### src/rtl/dmem_arbiter.sv
// dmem_arbiter: two-port RV32I load/store controller in front of a word-only data memory
module dmem_arbiter #(
    parameter bit RR = 1
) (
    input  logic        clk,
    input  logic        rst,
    input  logic        a_req,
    input  logic        a_we,
    input  logic [31:0] a_addr,
    input  logic [2:0]  a_funct3,
    input  logic [31:0] a_wdata,
    output logic        a_gnt,
    output logic        a_rvalid,
    output logic [31:0] a_rdata,
    output logic        a_err,
    input  logic        b_req,
    input  logic        b_we,
    input  logic [31:0] b_addr,
    input  logic [2:0]  b_funct3,
    input  logic [31:0] b_wdata,
    output logic        b_gnt,
    output logic        b_rvalid,
    output logic [31:0] b_rdata,
    output logic        b_err,
    output logic        mem_we,
    output logic [31:0] mem_addr,
    output logic [31:0] mem_wd,
    input  logic [31:0] mem_rd
);
    localparam logic [1:0] IDLE = 2'd0, ACCESS = 2'd1, MERGE = 2'd2, DONE = 2'd3;
    logic [1:0]  st;
    logic        last_b, own_b, we_q, idle, align, legal, sub, fin;
    logic [31:0] addr_q, wd_q, merge_q, lane, mask, ld_res;
    logic [2:0]  f3_q;
    logic [4:0]  sh;
    assign idle  = st == IDLE && !rst;
    assign a_gnt = idle && a_req && (!b_req || !RR || last_b);
    assign b_gnt = idle && b_req && !a_gnt;
    // f3[1:0]==3 never aligns, which also rejects funct3 011/111
    assign align = f3_q[1] ? (!f3_q[0] && addr_q[1:0] == 2'b00) : (!f3_q[0] || !addr_q[0]);
    assign legal = align && (we_q ? !f3_q[2] : !(f3_q[2] && f3_q[1]));
    assign sub   = we_q && legal && f3_q[1:0] != 2'd2;
    assign fin   = (st == ACCESS && !sub) || st == MERGE;
    assign sh    = f3_q[0] ? {addr_q[1], 4'b0} : {addr_q[1:0], 3'b0};
    assign lane  = mem_rd >> sh;
    assign mask  = (f3_q[0] ? 32'h0000_FFFF : 32'h0000_00FF) << sh;
    assign ld_res = f3_q[1] ? mem_rd :
                    f3_q[0] ? {{16{lane[15] && !f3_q[2]}}, lane[15:0]} :
                              {{24{lane[7] && !f3_q[2]}}, lane[7:0]};
    assign mem_addr = {addr_q[31:2], 2'b00};
    assign mem_wd   = st == MERGE ? (merge_q & ~mask) | ((wd_q << sh) & mask) : wd_q;
    assign mem_we   = !rst && legal && we_q && (st == MERGE || (st == ACCESS && f3_q[1:0] == 2'd2));
    assign a_rvalid = !rst && st == DONE && !own_b;
    assign b_rvalid = !rst && st == DONE && own_b;
    always_ff @(posedge clk) begin
        if (rst) begin
            st      <= IDLE;
            last_b  <= 1'b1;
            a_rdata <= '0;
            b_rdata <= '0;
            a_err   <= 1'b0;
            b_err   <= 1'b0;
        end else begin
            st <= st == IDLE   ? (a_gnt || b_gnt ? ACCESS : IDLE) :
                  st == ACCESS ? (sub ? MERGE : DONE) :
                  st == MERGE  ? DONE : IDLE;
            if (a_gnt || b_gnt) begin
                own_b  <= b_gnt;
                last_b <= b_gnt;
                we_q   <= b_gnt ? b_we : a_we;
                addr_q <= b_gnt ? b_addr : a_addr;
                f3_q   <= b_gnt ? b_funct3 : a_funct3;
                wd_q   <= b_gnt ? b_wdata : a_wdata;
            end
            if (st == ACCESS)
                merge_q <= mem_rd;
            // results land on the edge into DONE so they are valid alongside rvalid
            if (fin && own_b) begin
                b_err <= !legal;
                if (!legal || !we_q)
                    b_rdata <= legal ? ld_res : '0;
            end
            if (fin && !own_b) begin
                a_err <= !legal;
                if (!legal || !we_q)
                    a_rdata <= legal ? ld_res : '0;
            end
        end
    end
endmodule

### config.mk
export PLATFORM = sky130hd
export DESIGN_NAME = dmem_arbiter
export DESIGN_NICKNAME = d
export VERILOG_FILES = /design/src/rtl/dmem_arbiter.sv
export SDC_FILE = /design/constraint.sdc
export NUM_CORES = 1
export LEC_CHECK = 0
export CORE_ASPECT_RATIO = 1.4
export CORE_MARGIN = 4
export CORE_UTILIZATION = 46
export CTS_BUF_LIST = sky130_fd_sc_hd__clkbuf_8
export CTS_CLUSTER_SIZE = 24
export DETAILED_ROUTE_END_ITERATION = 6
export PLACE_DENSITY = 0.88
export SYNTH_ARGS = -nofsm -noshare
export SYNTH_HDL_FRONTEND = slang
export SYNTH_SLANG_ARGS = --single-unit
### constraint.sdc
create_clock -name clk -period 3.7 [get_ports clk]
set_clock_uncertainty 0.2 [all_clocks]
set_input_delay 0.555 -clock clk [delete_from_list [all_inputs] [get_ports clk]]
set_output_delay 0.555 -clock clk [all_outputs]
set_load 0.01 [all_outputs]
**Word level (Yosys, flattened, before mapping)**

Index checks and enable logic that the tools add are counted.

- Output and inout bits: 135
- Input bits: 172
- Register bits: 170
- Logic and storage cells: 87

- Multiplexer cells: 17
- Bitwise logic cells: 5
- Reductions and logical operators: 45
- Eq/ne operators: 5
- Shifts and indexed selects: 3

Operators with widths:

| kind | count |
|---|---|
| 32-bit two-way mux | 6 |
| 32-bit AND | 2 |
| 32-bit NOT | 1 |
| 32-bit bitwise OR | 1 |
| 16-bit by 5-bit << shifter with 32-bit output | 1 |
| 32-bit by 5-bit << shifter with 32-bit output | 1 |
| 32-bit by 5-bit >> shifter with 16-bit output | 1 |
| 1-bit logical AND | 22 |
| 16-bit two-way mux | 1 |
| 1-bit logical NOT | 11 |
| 2-bit AND reduction | 4 |
| 2-bit == test, second input constant | 3 |
| 1-bit logical OR | 6 |
| 2-bit two-way mux | 3 |
| 1-bit two-way mux | 5 |
| 2-bit logical NOT | 2 |
| 4-bit two-way mux | 1 |
| 3-bit two-way mux | 1 |
| 2-bit by 1-bit == test with 1-bit output, second input constant | 1 |
| 2-bit != test, second input constant | 1 |
| 1-bit NOT | 1 |

**Depth between registers and ports, before layout**

Gate-level depths: netlist (run 1).

- Depth after elaboration: 11
- Mapped depth: 10
- Mapped depth without buffers: 6

**Worst setup path before layout (run 1)**

No wires, ideal clock.

- Path kind: in2reg
- Start: input rst
- End: register addr_q[0] (enable)
- Stages: 3
- Setup time: 0.433 ns
- Path slack: 0.543 ns
- Data arrival time: 2.524 ns
- Buffers on the path: 1
- Cell sequence: clkbuf_1 -> nor2b_1 -> o21a_1

- Cells in the longest elaborated chain, start to end: 8
- Elaborated cells on any way between the ends: 10
- Those cells by class: bitwise (1); reduce/logical (9)

Ends and longest elaborated chain:

| item | RTL line | RTL |
|---|---|---|
| from (decl) | 6 | `input logic rst,` |
| 1-bit logical NOT | 36 | `assign idle = st == IDLE && !rst;` |
| 1-bit logical AND | 36 |  |
| 1-bit logical AND (2 in a row) | 37 | `assign a_gnt = idle && a_req && (!b_req \|\| !RR \|\| last_b);` |
| 1-bit logical NOT | 38 | `assign b_gnt = idle && b_req && !a_gnt;` |
| 1-bit logical AND | 38 |  |
| 1-bit logical OR | 67 | `if (a_gnt \|\| b_gnt) begin` |
| 2-bit AND reduction (no source line) * | -- |  |
| to (signal assigned) | 71 | `addr_q <= b_gnt ? b_addr : a_addr;` |
| to (decl) | 33 | `logic [31:0] addr_q, wd_q, merge_q, lane, mask, ld_res;` |

Mark *: on every way between the ends. The rest lies on a longest branch, timed or not.
A chain may end at the register's enable or synchronous reset.

**Worst setup path in the final report (run 1)**

- Start: register f3_q[0]
- End: output mem_wd[24]

- Cells in the longest elaborated chain, start to end: 6
- Elaborated cells on any way between the ends: 9
- Those cells by class: shift (2); mux (3); bitwise (4)

Ends and longest elaborated chain:

| item | RTL line | RTL |
|---|---|---|
| from (decl) | 34 | `logic [2:0] f3_q;` |
| from (signal assigned) | 72 | `f3_q <= b_gnt ? b_funct3 : a_funct3;` |
| 16-bit two-way mux / 4-bit two-way mux (equally long branches) | 46, 44 |  |
| 16-bit by 5-bit << shifter with 32-bit output | 46 | `assign mask = (f3_q[0] ? 32'h0000_FFFF : 32'h0000_00FF) << sh;` |
| 32-bit NOT | 51 | `assign mem_wd = st == MERGE ? (merge_q & ~mask) \| ((wd_q << sh) & mask) : wd_q;` |
| 32-bit AND | 51 |  |
| 32-bit bitwise OR * | 51 |  |
| 32-bit two-way mux * | 51 |  |
| to (decl) | 27 | `output logic [31:0] mem_wd,` |

Marks and branches as above.

==> results of run 1 <==
==> cells by family after synthesis <==
logic type               Yosys count  share of synthesized area [%]
AO/OA/AOI/OAI                    210                          18.49
flip-flops                       170                          52.31
AND/OR/NAND/NOR                  149                          8.510
buffers and inverters            137                          8.391
multiplexers                      88                          11.67
adder cells (fa/ha/maj)            4                         0.5931
other                              1                        0.04443
==> stage by stage <==
step | util [%] | hold slack, ns | cell area [µm²] | total power, mW | setup WS (ns)
finish | 65.89 | 0.2816 | 11860 | 4.835 | 0.2378
global route | 65.89 | 0.3066 | 11860 | 5.005 | 0.02270
CTS | 65.89 | 0.2826 | 11860 | 4.848 | 0.2239
detailed placement | 63.42 | 0.2661 | 11410 | 3.390 | 0.7438
global placement | 63.42 | 0.2606 | 11410 | 3.371 | 0.7426
floorplan | - | 0.2903 | 8443 | 2.863 | 0.5428
==> state kept, by name, summed over array words and instances, names as in the netlist <==
| name | cells |
|---|---|
| a_rdata | 32 |
| addr_q | 32 |
| b_rdata | 32 |
| merge_q | 32 |
| wd_q | 32 |
| f3_q | 3 |
| st | 2 |
| a_err | 1 |
| b_err | 1 |
| last_b | 1 |
| own_b | 1 |
| we_q | 1 |
==> area by class of cell <==
class | count | share of cell area [%]
clock inverters | 15 | 1.762
repair buffers | 322 | 27.01
flip-flops and latches | 170 | 37.23
clock buffers | 17 | 1.973
inverters | 40 | 1.266
multi-input cells | 453 | 28.23
well taps | 240 | 2.532
==> worst max-delay path: stages, from the launching register on <==
cell and delay, ns:
edfxtp_1 0.66, nand2_1 0.50, o22a_1 0.31, o211ai_1 0.14, o21ai_0 0.13, clkdlybuf4s50_1 0.50
==> power by group through the flow <==
stage               Clock, mW  Sequential (mW)  Combinational [mW]
finish                   1.48             2.25                1.11
global route             1.56             2.26                1.18
CTS                      1.49             2.24                1.11
detailed placement          0             2.29                1.10
global placement            0             2.28                1.09
floorplan                   0             2.26               0.603
==> routing by layer <==
layer  up-vias  wire length, µm  GRT usage (%)
met5         -                0              0
met4         0             1101          11.21
met3        67             2421          6.989
met2       394            14300          46.67
met1      3453             9940          29.79
li1       3312                -              -
==> worst min-delay path by stage <==
stage                                           to  slack (ns)  cells after the start
after floorplan           b_rdata[15]$_SDFFE_PP0P_        0.29                      2
after global placement     a_rdata[7]$_SDFFE_PP0P_        0.26                      2
after detailed placement  a_rdata[13]$_SDFFE_PP0P_        0.27                      2
after CTS                  a_rdata[7]$_SDFFE_PP0P_        0.28                      2
after global routing      b_rdata[12]$_SDFFE_PP0P_        0.31                      2
final                      a_rdata[7]$_SDFFE_PP0P_        0.28                      2
==> placed cells by master (no fill, tap or decap), drive strengths merged, types with 11 or more instances in the layout <==
master	instances
o21ai	13
nand2b	14
o22ai	26
inv	45
o211ai	40
nand2	38
a21oi	31
buf	18
o32ai	30
mux2	83
o31ai	16
o22a	16
clkdlybuf4s50	304
and2	11
edfxtp	101
nor2	47
clkbuf	17
dfxtp	69
==> flow_summary_export.csv, run 1 <==
group,metric,value,unit
power,seqPwrFrac,46.5,%
routing,firstDrtPassIters,6,
floorplan,coreArea,18000,µm²
routing,drtAntennaViolNets,0,
hold_path,hold_class,"reg2reg",
flow_run,maxCapViolCount,0,
global_route,antenna_found_initial,0,
global_route,grt_pass1_vias,7253,
synth,syn_area,8439,µm²
routing,drt-total-wl,27.77,mm
power,pwr-share-clk,30.5,%
finish,drive_gt1_share,15.63,%
place,gp_congestion,0.9066,
power,net-switching-power,1.412,mW
global_route,grt_max_degree,69,
finish,fillers,1456,
floorplan,die_height,168.3,µm
cts,clock_latency,0.45,ns
setup_path,crit_path_start,"f3_q[0]$_DFFE_PP_",
cts,cts_setup_buffers,0,
setup_path,cp_max_fo,16,
finish,area.growth.synth_to_final,40.50,%
setup_path,crit_type,"reg2out",
power,switching_share,29.20,%
cts,cts_resized,0,
synth,synth_most_common_cell,"edfxtp_1",
synth,synth_edf_count,101,
global_route,track_usage,26.46,%
synth,synth.area.top_cells,"edfxtp_1 36%, dfxtp_1 16%, mux2_2 11%, o211ai_1 3.6%, buf_4 3.1%",
finish,regArea,4414,µm²
sta,fmax,288.8,MHz
synth,synthFlopType,"edfxtp_1",
routing,viasPerCell,5.749,
synth,synth_seq_cells,170,
cts,cts_root_buf,"clkbuf_8",
cts,clockBufferDepth,2,
setup_path,required,2.94,ns
cts,hold_buffers,0,
synth,netlist_top_cells_count,"101 x edfxtp_1, 83 x mux2_2, 69 x dfxtp_1, 47 x nor2_1, 40 x o211ai_1",
floorplan,dieArea,20610,µm²
synth,avgSynthCellArea,11.12,µm²
synth,seq_area_frac_synth,52.31,%
cts,cts_tree,"yes",
floorplan,io_pins,307,
routing,vias,7226,
floorplan,die_x,122.5,µm
setup_path,cp-start-kind,"flop",
sta,worstMarginPinSlew,0.9773,ns
sta,maxSlewViolCount,0,
setup_path,crit_path_end,"mem_wd[24]",
finish,nNetsFinal,1180,
cts,cts_made_buffers,17,
setup_path,ff2ff_path_depth,4,
synth,syn_inst,759,
sta,finalHoldViolations,0,
floorplan,start_util,46.89,%
setup_path,reg2reg_from,"f3_q[1]$_DFFE_PP_",
sta,finalCritPeriodShare,93.57,%
finish,stdcell_count,1257,
floorplan,rows,58,
finish,multi_input_area,3347,µm²
setup_path,r2r_setup_slack,0.63,ns
routing,drc,0,
synth,yosys.cell_types.count,54,
place,dpl.cell_count,1225,
power,p_int,3.423,mW
sta,rsz0062_at_grt,"no",
setup_path,end_kind,"primary output",
run_status,outcome,"completed",
place,dp_hpwl,20.80,mm
routing,wl_per_cell,22.09,µm
finish,antenna_cells,0,
sta,period_minus_slack,3.462,ns
power,peakVddDrop,0.0002619,V
power,cellLeakagePower,4.082,nW
cts,htreeDepth,4,
global_route,grt_pass1_wl,41.32,mm
synth,synth_warnings,0,
power,comb_power_share,23.0,%
synth,synth.largest_area_cell,"edfxtp_1",
global_route,gr-total-overflow,0,
setup_path,r2r-end,"b_rdata[3]$_SDFFE_PP0P_",
synth,synthArstFlopShare,0,%
sta,setup_viol,0,
cts,cts_sinks,170,
routing,drtIter0Drc,720,
synth,synth.top_cell.area_share,35.94,%
hold_path,hp-start,"a_rdata[7]$_SDFFE_PP0P_",
cts,path_clk_slew,0.10,ns
setup_path,cp.arrival,2.71,ns
power,pwr_density_cell,407.8,nW/µm²
place,numPortBuffers,304,
sta,maxSlewHeadroom,33.93,%
sta,fin_tns_setup,0,ns
No activity file was read; power rests on OpenSTA's default activity.
==> run 2, diff against run 1 <==
--- a/config.mk
+++ b/config.mk
@@ -7,11 +7,11 @@
 export LEC_CHECK = 0
 export CORE_ASPECT_RATIO = 1.4
 export CORE_MARGIN = 4
-export CORE_UTILIZATION = 46
+export CORE_UTILIZATION = 42
 export CTS_BUF_LIST = sky130_fd_sc_hd__clkbuf_8
 export CTS_CLUSTER_SIZE = 24
 export DETAILED_ROUTE_END_ITERATION = 6
-export PLACE_DENSITY = 0.88
+export PLACE_DENSITY = 0.85
 export SYNTH_ARGS = -nofsm -noshare
 export SYNTH_HDL_FRONTEND = slang
 export SYNTH_SLANG_ARGS = --single-unit
==> constraint.sdc (replaced) <==
create_clock -name clk -period 3 [get_ports clk]
set_clock_uncertainty 0.2 [all_clocks]
set_input_delay 0.45 -clock clk [delete_from_list [all_inputs] [get_ports clk]]
set_output_delay 0.45 -clock clk [all_outputs]
set_load 0.01 [all_outputs]
==> run 2 against run 1 <==
Sequential share of layout area shrank 1.1 points. Flip-flop and latch count unchanged. Routed wire length up 0.39%. Total power up 20%. First-iteration DRC count fell by 21%. Worst setup slack got worse by 0.15 ns. Cell area is 3.1% higher. Clock power up 6%. Largest power group unchanged.
==> flow_summary_export.csv, run 2 (synthesized netlist as in run 1, its figures left out) <==
group,metric,value,unit
cts,cts_tree,"yes",
floorplan,coreArea,19840,µm²
global_route,grt_max_degree,67,
routing,drc,0,
setup_path,crit_type,"reg2out",
finish,final_cell_mix,"273 x clkdlybuf4s50_1, 101 x edfxtp_1, 83 x mux2_2",
routing,wl_per_cell,21.36,µm
setup_path,end_kind,"primary output",
sta,maxSlewViolCount,0,
setup_path,required,2.35,ns
run_status,outcome,"completed",
place,numPortBuffers,304,
place,placed_area,11610,µm²
power,cellLeakagePower,4.432,nW
cts,cts_made_buffers,17,
global_route,grt_pass1_wl,41.16,mm
floorplan,start_util,42.53,%
global_route,grt_pass1_vias,7264,
floorplan,io_pins,307,
sta,period_minus_slack,2.917,ns
power,pwr_density_cell,473.5,nW/µm²
sta,fin_tns_setup,0,ns
sta,rsz0062_at_grt,"yes",
global_route,gr-total-overflow,0,
cts,path_clk_slew,0.09,ns
setup_path,cp-start-kind,"flop",
finish,finalInstanceArea,12220,µm²
finish,stdcell_count,1305,
finish,drive_gt1_share,19.37,%
sta,worstMarginPinSlew,1.189,ns
hold_path,hold_class,"reg2reg",
power,net-switching-power,1.714,mW
global_route,antenna_found_initial,0,
sta,finalHoldViolations,0,
flow_run,maxCapViolCount,0,
routing,viasPerCell,5.673,
power,comb_power_share,25.2,%
cts,hold_buffers,0,
finish,antenna_cells,0,
floorplan,dieArea,22460,µm²
cts,clock_latency,0.46,ns
floorplan,die_height,175.7,µm
place,dpl.cell_count,1260,
floorplan,die_x,127.8,µm
place,gp_congestion,0.9226,
sta,setup_viol,0,
power,seqPwrFrac,47.6,%
cts,clockBufferDepth,2,
power,peakVddDrop,0.0003062,V
routing,firstDrtPassIters,5,
power,pwr-share-clk,27.2,%
cts,htreeDepth,4,
global_route,track_usage,23.86,%
routing,drtIter0Drc,572,
setup_path,cp_max_fo,7,
cts,cts_root_buf,"clkbuf_8",
finish,nNetsFinal,1216,
place,dp_hpwl,20.92,mm
sta,fmax,342.9,MHz
setup_path,cp.arrival,2.27,ns
finish,fillers,1533,
routing,drt-total-wl,27.87,mm
routing,vias,7403,
power,switching_share,29.62,%
finish,final_common_cell,"clkdlybuf4s50_1",
sta,maxSlewHeadroom,20.75,%
finish,area.growth.synth_to_final,44.80,%
power,p_int,4.072,mW
cts,cts_sinks,170,
sta,finalCritPeriodShare,97.22,%
floorplan,rows,61,
power,power,5.786,mW
routing,drtAntennaViolNets,0,
-- run 2: cell count changes in the layout (fill, tap and decap cells not counted), moves of 4 or more --
cell,delta
buf_12,+4
dlygate4sd2_1,+12
dlymetal6s2s_1,+18
buf_4,+31
clkdlybuf4s50_1,-31
-- run 2: power by group through the flow --
stage | registers, mW | clock network [mW] | logic (mW)
global route | 2.77 | 1.70 | 1.55
CTS | 2.75 | 1.60 | 1.44
detailed placement | 2.80 | 0 | 1.42
global placement | 2.80 | 0 | 1.40
floorplan | 2.78 | 0 | 0.744
finish | 2.75 | 1.57 | 1.46
-- run 2: timing repair --
item                       in CTS  in global routing
hold endpoints to repair        0                  0
pin swaps                       1                  1
buffers inserted                9                  4
gates resized for setup        25                 27
setup endpoints to repair      33                 23
-- run 2: worst paths after layout --
kind,from,end,slack [ns],depth (start not counted)
max,addr_q[1]$_DFFE_PP_,mem_wd[25],0.08,6
max reg2reg,f3_q[0]$_DFFE_PP_,a_rdata[25]$_SDFFE_PP0P_,0.28,6
min,a_rdata[9]$_SDFFE_PP0P_,a_rdata[9]$_SDFFE_PP0P_,0.28,2
min reg2reg,a_rdata[9]$_SDFFE_PP0P_,a_rdata[9]$_SDFFE_PP0P_,0.28,2
-- run 2: through the flow --
step / setup WS [ns] / util, % / hold slack [ns]
global route: -0.03976 / 61.58 / 0.2953
global placement: 0.2229 / 58.53 / 0.2602
floorplan: 0.1046 / - / 0.2903
finish: 0.08334 / 61.58 / 0.2822
detailed placement: 0.1843 / 58.53 / 0.2681
CTS: 0.0007512 / 61.00 / 0.2841
-- run 2: worst max-delay path, stage by stage, from the launching register on --
cell	delay [ns]
edfxtp_1	0.52
buf_6	0.20
buf_12	0.12
a31oi_1	0.17
o211ai_1	0.13
o21ai_0	0.10
clkdlybuf4s50_1	0.57
-- run 2: layer usage --
layer / wire length [µm] / global-route usage, % / part of all wire (%) / up-vias
met2: 14300 / 42.02 / 51 / 468
met1: 9654 / 27.44 / 35 / 3484
met5: 0 / 0 / 0 / -
met3: 2681 / 5.476 / 9.6 / 77
li1: - / - / - / 3374
met4: 1234 / 10.35 / 4.4 / 0
-- run 2: cell type report --
type	count	area (µm²)	area share (%)
multi-input cells	453	3401	27.83
repair buffers	358	3558	29.12
flip-flops and latches	170	4414	36.12
well taps	252	315.3	2.580
inverters	40	155.1	1.270
clock buffers	17	234.0	1.915
clock inverters	15	142.6	1.167
==> run 3, diff against run 2 <==
--- a/config.mk
+++ b/config.mk
@@ -5,6 +5,7 @@
 export SDC_FILE = /design/constraint.sdc
 export NUM_CORES = 1
 export LEC_CHECK = 0
+export ABC_AREA = 1
 export CORE_ASPECT_RATIO = 1.4
 export CORE_MARGIN = 4
 export CORE_UTILIZATION = 42
==> run 3 against run 2 <==
Global-route usage increased by 0.48 points. Count of clock-buffer cells in the layout stayed put. Cell count rose by 25%. Via count grew 8.9%. Critical path type unchanged. Die area up 2.1%. Cell area decreased by 0.59%.
==> flow_summary_export.csv, run 3 <==
group,metric,value,unit
flow_run,maxCapViolCount,0,
routing,firstDrtPassIters,5,
routing,vias,8065,
routing,drtAntennaViolNets,0,
cts,clock_latency,0.44,ns
cts,cts_root_buf,"clkbuf_8",
setup_path,cp.arrival,2.29,ns
finish,finalInstanceArea,12150,µm²
finish,final_cell_mix,"398 x nand2_1, 281 x clkdlybuf4s50_1, 102 x inv_1",
global_route,gr-total-overflow,0,
finish,regArea,4414,µm²
synth,synth_edf_count,101,
hold_path,hp-start,"a_rdata[7]$_SDFFE_PP0P_",
sta,maxSlewViolCount,0,
power,switching_share,35.39,%
power,cellLeakagePower,5.302,nW
floorplan,io_pins,307,
cts,path_clk_slew,0.08,ns
synth,synth_warnings,0,
sta,fin_tns_setup,0,ns
power,peakVddDrop,0.0003107,V
synth,avgSynthCellArea,7.876,µm²
routing,drt-total-wl,28.64,mm
setup_path,ff2ff_path_depth,8,
sta,worstMarginPinSlew,0.6532,ns
sta,finalCritPeriodShare,98.15,%
synth,synthArstFlopShare,0,%
setup_path,required,2.35,ns
setup_path,end_kind,"primary output",
floorplan,coreArea,20000,µm²
routing,drc,0,
synth,synth_seq_cells,170,
place,numPortBuffers,304,
place,gp_congestion,0.9198,
finish,drive_gt1_share,7.933,%
setup_path,cp_max_fo,16,
global_route,antenna_found_initial,0,
floorplan,die_x,129.1,µm
cts,clockBufferDepth,2,
finish,area.growth.synth_to_final,40.85,%
finish,stdcell_count,1626,
setup_path,reg2reg_from,"addr_q[0]$_DFFE_PP_",
sta,fmax,339.6,MHz
synth,seq_area_frac_synth,51.18,%
floorplan,rows,61,
finish,fillers,1736,
power,p_int,5.041,mW
setup_path,crit_type,"reg2out",
synth,synthFlopType,"edfxtp_1",
power,pwr-share-clk,20.1,%
global_route,track_usage,24.34,%
place,dpl.cell_count,1587,
synth,synth.top_cell.area_share,35.17,%
hold_path,holdPathStages,2,
power,pwr_density_cell,642.3,nW/µm²
routing,drtIter0Drc,463,
floorplan,start_util,43.13,%
synth,synth_most_common_cell,"nand2_1",
setup_path,crit_path_start,"addr_q[0]$_DFFE_PP_",
floorplan,dieArea,22920,µm²
cts,cts_sinks,170,
cts,cts_tree,"yes",
synth,synth.area.top_cells,"edfxtp_1 35%, nand2_1 17%, dfxtp_1 16%, o21ai_0 5.7%, inv_1 4.4%",
run_status,outcome,"completed",
finish,final_common_cell,"nand2_1",
synth,syn_area,8625,µm²
finish,nNetsFinal,1537,
power,seqPwrFrac,41.1,%
global_route,grt_max_degree,69,
cts,hold_buffers,0,
global_route,grt_pass1_wl,42.18,mm
sta,maxSlewHeadroom,56.45,%
power,comb_power_share,38.9,%
power,power,7.802,mW
synth,syn_inst,1095,
floorplan,die_height,177.6,µm
sta,period_minus_slack,2.944,ns
finish,antenna_cells,0,
routing,viasPerCell,4.960,
synth,netlist_top_cells_count,"400 x nand2_1, 101 x edfxtp_1, 101 x inv_1, 99 x o21ai_0, 79 x nor2_1",
sta,rsz0062_at_grt,"yes",
place,placed_area,11670,µm²
synth,yosys.cell_types.count,34,
routing,wl_per_cell,17.62,µm
cts,htreeDepth,4,
global_route,grt_pass1_vias,7715,
hold_path,hold_class,"reg2reg",
sta,setup_viol,0,
power,net-switching-power,2.761,mW
sta,finalHoldViolations,0,
finish,multi_input_area,3326,µm²
synth,synth.largest_area_cell,"edfxtp_1",
setup_path,cp-start-kind,"flop",
sta,whs,0.2779,ns
cts,cts_made_buffers,17,
place,dp_hpwl,21.85,mm
## run 3: power by group through the flow
stage	clock, mW	combinational, mW	sequential (mW)
4_1_cts	1.60	3.03	3.20
3_3_place_gp	0	2.99	3.24
2_1_floorplan	0	1.58	3.29
3_5_place_dp	0	3.03	3.25
5_1_grt	1.68	3.34	3.25
6_report	1.57	3.03	3.20
## run 3: final timing paths
path | end | slack, ns
max | mem_wd[26] | 0.06
min reg2reg | a_rdata[7]$_SDFFE_PP0P_ | 0.28
min | a_rdata[7]$_SDFFE_PP0P_ | 0.28
max reg2reg | b_rdata[0]$_SDFFE_PP0P_ | 0.48
## run 3: cells by family (layout without fill, tap and decap cells)
kind of cell,Yosys count,after routing,synth area share [%]
AOI/OAI and AO/OA,182,182,11.04
buffers and inverters,199,475,11.10
muxes,8,8,1.045
DFF,170,170,51.18
and+or+nand+nor,531,533,25.01
other,1,2,0.04348
adders and majority gates,4,4,0.5803
## run 3: area by class of cell
cell class                 instances  share of cell area (%)
sequential                       170                   36.34
timing repair buffer             333                   27.16
clock buffer                      17                   1.926
clock inverter                    15                   1.143
multi-input combinational        729                   27.38
tap                              252                   2.596
inverter                         110                   3.461
## run 3: through the flow
stage,worst slack (ns),util (%)
floorplan,0.2619,-
global placement,0.1781,58.38
detailed placement,0.1121,58.38
CTS,0.008223,60.38
global route,-0.05117,60.75
finish,0.05559,60.75
## run 3: critical path, stage by stage (launching register included)
cell             delay (ns)
edfxtp_1               0.54
nor2_2                 0.32
nor2_4                 0.13
a21oi_1                0.15
o21ai_0                0.09
nand2_1                0.07
clkdlybuf4s50_1        0.55
## run 3: metal layers
metal	routed length [µm]	global-route usage [%]
met1	9951	25.45
met4	1348	11.03
met3	1925	5.992
met2	15420	45.16
met5	0	0
## run 3: what timing repair did
item | 4_1_cts | 5_1_grt
setup buffers | 3 | 2
endpoints found under the setup margin | 33 | 18
pin swaps | 1 | 2
cloned | 0 | 2
gates resized for setup | 25 | 13
==> variant 1: new RTL, settings of run 2 <==
`RR`: 1 -> 0.
--- a/src/rtl/dmem_arbiter.sv
+++ b/src/rtl/dmem_arbiter.sv
@@ -1,6 +1,6 @@
 // dmem_arbiter: two-port RV32I load/store controller in front of a word-only data memory
 module dmem_arbiter #(
-    parameter bit RR = 1
+    parameter bit RR = 0
 ) (
     input  logic        clk,
     input  logic        rst,
Behaviour: not the same (Yosys sat finds a counterexample within 4 cycles, from zero or initial values and one cycle with rst high).
==> variant 1 against run 2 <==
Non-clock buffer count down 16. Wire length down 2.6%. Synthesized area down 3.0%. Fmax up 0.41%. Design area down 2.3%. Sequential cell count down 1. First-iteration DRC count up 6.8%. Total power down 8.8%. Global-route usage down 0.15 points. Setup slack better by 0.012 ns.
==> variant 1: results (changes against run 2) <==
.. list-table::
   :header-rows: 1

   * - Metric
     - Value
   * - Reg-to-Reg End
     - b_rdata[11]
   * - VDD IR max
     - 0.246 mV (-20%)
   * - Fraction of layout instances using a drive strength above 1
     - 17.1% (-2.2 points)
   * - Clock network share of area
     - 3.37% (+0.29 points)
   * - Placed wire-length estimate
     - 20600 um (-1.4%)
   * - Post-route worst hold slack
     - 0.265 ns (-0.0172 ns)
   * - Crit path DAT
     - 2.25 ns (-0.02 ns)
   * - Capturing instance or port of the critical path
     - mem_wd[17]
   * - Sequential Area
     - 4390 sq um (-0.45%)
   * - Met3 Routed Length
     - 1850 um (-31%)
   * - Routed metal-1 wire length
     - 10300 um (+6.4%)
   * - Length of the first detailed-routing pass in iterations
     - 7 (+2)
   * - Yosys cell types
     - 50 (-7.4%)
   * - Maximum number of pins on one net before global-route repair
     - 52 (-22%)
   * - Multi-In Gates
     - 426 (-6.0%)
   * - Endpoint of the worst hold path
     - a_rdata[5]
   * - Inverters
     - 46 (+15%)
   * - Synth top cells by count
     - sky130_fd_sc_hd__edfxtp_1 (101), sky130_fd_sc_hd__mux2_2 (73), sky130_fd_sc_hd__dfxtp_1 (68), sky130_fd_sc_hd__o2bb2ai_1 (50)
   * - Routability Congestion
     - 0.910 (-1.4%)
   * - Met2 Use GR
     - 41.4% (-0.62 points)
   * - Core occupancy in the finished layout
     - 62.2% (+0.57 points)
   * - Top post-synthesis cells by area
     - sky130_fd_sc_hd__edfxtp_1 (37%), sky130_fd_sc_hd__dfxtp_1 (17%), sky130_fd_sc_hd__mux2_2 (10%)
   * - Result of the run
     - completed
   * - Highest metal layer used by the detailed router
     - met5
   * - Multi-input combinational cell area
     - 3260 sq um (-4.2%)
   * - Hold wc startpoint
     - a_rdata[5]
   * - Leakage
     - 4.32 nW (-2.4%)
   * - Detailed route wirelength on metal2
     - 13900 um (-2.8%)
variant 1: repair_timing:
action	4_1_cts	5_1_grt
setup buffers	5	5
hold endpoints to repair	0	0
pin swaps	1	1
hold buffers	0	0
setup endpoints to repair	33	18
gates resized for setup	25	34
variant 1: critical path: stages, from the launching register on:
cell	delay [ns]
sky130_fd_sc_hd__edfxtp_1	0.54
sky130_fd_sc_hd__buf_4	0.20
sky130_fd_sc_hd__buf_6	0.16
sky130_fd_sc_hd__nand2_4	0.11
sky130_fd_sc_hd__a21oi_2	0.08
sky130_fd_sc_hd__a21oi_1	0.14
sky130_fd_sc_hd__clkdlybuf4s50_1	0.56
variant 1: power by group through the flow:
stage | Combinational [mW] | Clock, mW | Sequential (mW)
floorplan | 0.477 | 0 | 2.66
global placement | 0.952 | 0 | 2.68
detailed placement | 0.966 | 0 | 2.68
CTS | 0.969 | 1.70 | 2.63
global route | 1.05 | 1.79 | 2.64
finish | 0.986 | 1.66 | 2.63
variant 1: metrics by stage:
| step | setup WS (ns) | instances |
|---|---|---|
| floorplan | 0.0208 | 726 |
| finish | 0.0952 | 1265 |
| detailed placement | 0.293 | 1221 |
| global route | -0.00151 | 1265 |
| global placement | 0.329 | 1221 |
| CTS | 0.00303 | 1258 |
variant 1: logic make-up after synthesis:
| kind of cell | Yosys count | synth area share, % |
|---|---|---|
| adder cells (fa/ha/maj) | 4 | 0.612 |
| multiplexers | 80 | 11.3 |
| AO/OA/AOI/OAI | 204 | 18.4 |
| flip-flops | 169 | 53.7 |
| other | 1 | 0.0458 |
| buffers and inverters | 131 | 7.92 |
| AND/OR/NAND/NOR | 136 | 8.06 |
==> variant 2: new RTL, settings of run 2 <==
Without the edit above. Put one more register stage on the output `a_err`, cleared by the reset. The value now appears one clock later. The other outputs are not delayed to match.
--- a/src/rtl/dmem_arbiter.sv
+++ b/src/rtl/dmem_arbiter.sv
@@ -28,6 +28,8 @@
     input  logic [31:0] mem_rd
 );
     localparam logic [1:0] IDLE = 2'd0, ACCESS = 2'd1, MERGE = 2'd2, DONE = 2'd3;
+
+    logic a_err_s0;
     logic [1:0]  st;
     logic        last_b, own_b, we_q, idle, align, legal, sub, fin;
     logic [31:0] addr_q, wd_q, merge_q, lane, mask, ld_res;
@@ -58,7 +60,7 @@
             last_b  <= 1'b1;
             a_rdata <= '0;
             b_rdata <= '0;
-            a_err   <= 1'b0;
+            a_err_s0 <= 1'b0;
             b_err   <= 1'b0;
         end else begin
             st <= st == IDLE   ? (a_gnt || b_gnt ? ACCESS : IDLE) :
@@ -81,11 +83,19 @@
                     b_rdata <= legal ? ld_res : '0;
             end
             if (fin && !own_b) begin
-                a_err <= !legal;
+                a_err_s0 <= !legal;
                 if (!legal || !we_q)
                     a_rdata <= legal ? ld_res : '0;
             end
         end
     end
+    always_ff @(posedge clk) begin
+        if (rst) begin
+            a_err <= '0;
+        end else begin
+            a_err <= a_err_s0;
+        end
+    end
+
 endmodule
 
Formal check against the unedited RTL: not equivalent (Yosys sat finds a counterexample within 4 cycles, from zero or initial values and one cycle with rst high).
==> variant 2 against run 2 <==
Die area is 0.25% higher. Design area is 0.54% lower. Synthesized area rose by 0.27%. Sequential share of layout area rose by 0.36 points. Total power grew 0.69%. Wire length shrank 2.4%. Sequential cell count up 1. Setup slack improved by 0.032 ns. Synthesized cell count decreased by 4.0%.
==> variant 2: results (changes against run 2) <==
.. list-table::
   :header-rows: 1

   * - Metric
     - Value
   * - Delay of the slowest critical-path stage
     - 0.54 ns (-0.03 ns)
   * - First-pass GRT wire length
     - 40300 um (-2.2%)
   * - Placed wire-length estimate
     - 20400 um (-2.6%)
   * - Synthesized area divided by synthesized cell count
     - 11.6 sq um (+4.4%)
   * - Slew Limit Headroom
     - 51.6% (+31 points)
   * - Post-route worst hold slack
     - 0.263 ns (-0.0192 ns)
   * - Synth top cells by count
     - sky130_fd_sc_hd__edfxtp_1 (101), sky130_fd_sc_hd__mux2_2 (82), sky130_fd_sc_hd__dfxtp_1 (70), sky130_fd_sc_hd__inv_1 (47), sky130_fd_sc_hd__nand2_1 (39)
   * - Length of the first detailed-routing pass in iterations
     - 5 (unchanged)
   * - Maximum number of pins on one net before global-route repair
     - 69 (+3.0%)
   * - Family of cells with the greatest summed delay on the critical path
     - buffers and inverters
   * - Average detailed-routed wire length per instance
     - 21.5 um (+0.75%)
   * - Slowest stage cell, crit path
     - sky130_fd_sc_hd__edfxtp_1
   * - Tot GR Track Use
     - 23.3% (-0.60 points)
   * - Clock tree buffer depth
     - 2 (unchanged)
   * - Max Cap Violations
     - 0 (unchanged)
   * - R2R setup slack
     - 0.51 ns (+0.23 ns)
   * - Crit path DAT
     - 2.23 ns (-0.04 ns)
   * - Vias in the first global route
     - 7097 (-2.3%)
   * - Worst-Skew Late Latency
     - 0.47 ns
   * - Buffer type at the clock tree root
     - sky130_fd_sc_hd__clkbuf_8
   * - Fraction of registers with async set or reset after synthesis
     - 0% (unchanged)
   * - Routability Congestion
     - 0.910 (-1.4%)
   * - Cell Count, Final, Fillers Out
     - 1264 (-3.1%)
   * - Result of the run
     - completed
   * - Hold crit path type
     - reg2reg
   * - Max Clk Rate
     - 347 MHz (+1.1%)
   * - Fraction of layout instances using a drive strength above 1
     - 19.1% (-0.30 points)
   * - VDD IR max
     - 0.285 mV (-7.0%)
   * - Initial antenna violation count
     - 1 (+1)
   * - Register area share after synthesis
     - 52.4% (+0.097 points)
   * - Setup slack after placement
     - 0.286 ns (+0.102 ns)
   * - Worst Hold Depth
     - 2 (unchanged)
   * - Cts-stage hold buffer count
     - 0 (unchanged)
   * - Post-placement cell area
     - 11600 sq um (-0.25%)
   * - Yosys cell types
     - 59 (+9.3%)
   * - CP max FO
     - 24 (+17)
   * - Worst-case reg-to-reg path depth
     - 7 (+1)
   * - Total via count in the routed design
     - 6958 (-6.0%)
   * - Top post-synthesis cells by area
     - sky130_fd_sc_hd__edfxtp_1 (36%), sky130_fd_sc_hd__dfxtp_1 (17%), sky130_fd_sc_hd__mux2_2 (11%)
   * - Leakage
     - 4.34 nW (-2.2%)
   * - Placed Cells incl. Taps
     - 1225 (-2.8%)
   * - Number of DRC markers after the initial detailed-route iteration
     - 510 (-11%)
variant 2: power by group:
part	switching (mW)	total [mW]	internal, mW
logic	0.701	1.43	0.724
registers	0.0898	2.77	2.68
clock network	0.982	1.63	0.647
total	1.77	5.83	4.05
variant 2: cell families after synthesis:
kind of cell	count (synthesis)	synth area share [%]
compound gates	189	18.7
buf+inv	136	8.29
fa+ha+maj	4	0.591
flops	171	52.4
simple gates	143	8.63
mux	85	11.3
other cells	1	0.0443
variant 2: what timing repair did:
| action | CTS | global route |
|---|---|---|
| cloned | 0 | 1 |
| endpoints found under the setup margin | 31 | 22 |
| setup buffers | 5 | 2 |
| pin swaps | 1 | 2 |
| resized for setup | 20 | 27 |
variant 2: layout make-up:
| cell class | count | area, sq um |
|---|---|---|
| Sequential cell | 171 | 4430 |
| Clock buffer | 18 | 248 |
| Multi-Input combinational cell | 423 | 3410 |
| Inverter | 48 | 181 |
| Tap cell | 252 | 315 |
| Timing Repair Buffer | 339 | 3420 |
| Fill cell | 1586 | 7690 |
| Clock inverter | 13 | 151 |
variant 2: worst paths after layout:
check,end,from
worst min-delay path,b_rdata[7],b_rdata[7]
worst max-delay path,mem_wd[25],addr_q[0]
worst max register to register,a_rdata[5],st[0]
worst min register to register,b_rdata[7],b_rdata[7]
variant 2: metal layers:
metal / part of all wire [%] / GRT usage [%]
met1: 38 / 27.8
met2: 52 / 40.0
met3: 6.7 / 5.48
met4: 3.6 / 9.56
met5: 0.026 / 0
variant 2: tightest hold or removal path, stage by stage, from the launching register on:
cell,delay (ns)
sky130_fd_sc_hd__dfxtp_1,0.32
sky130_fd_sc_hd__inv_1,0.05
sky130_fd_sc_hd__o2bb2ai_1,0.05
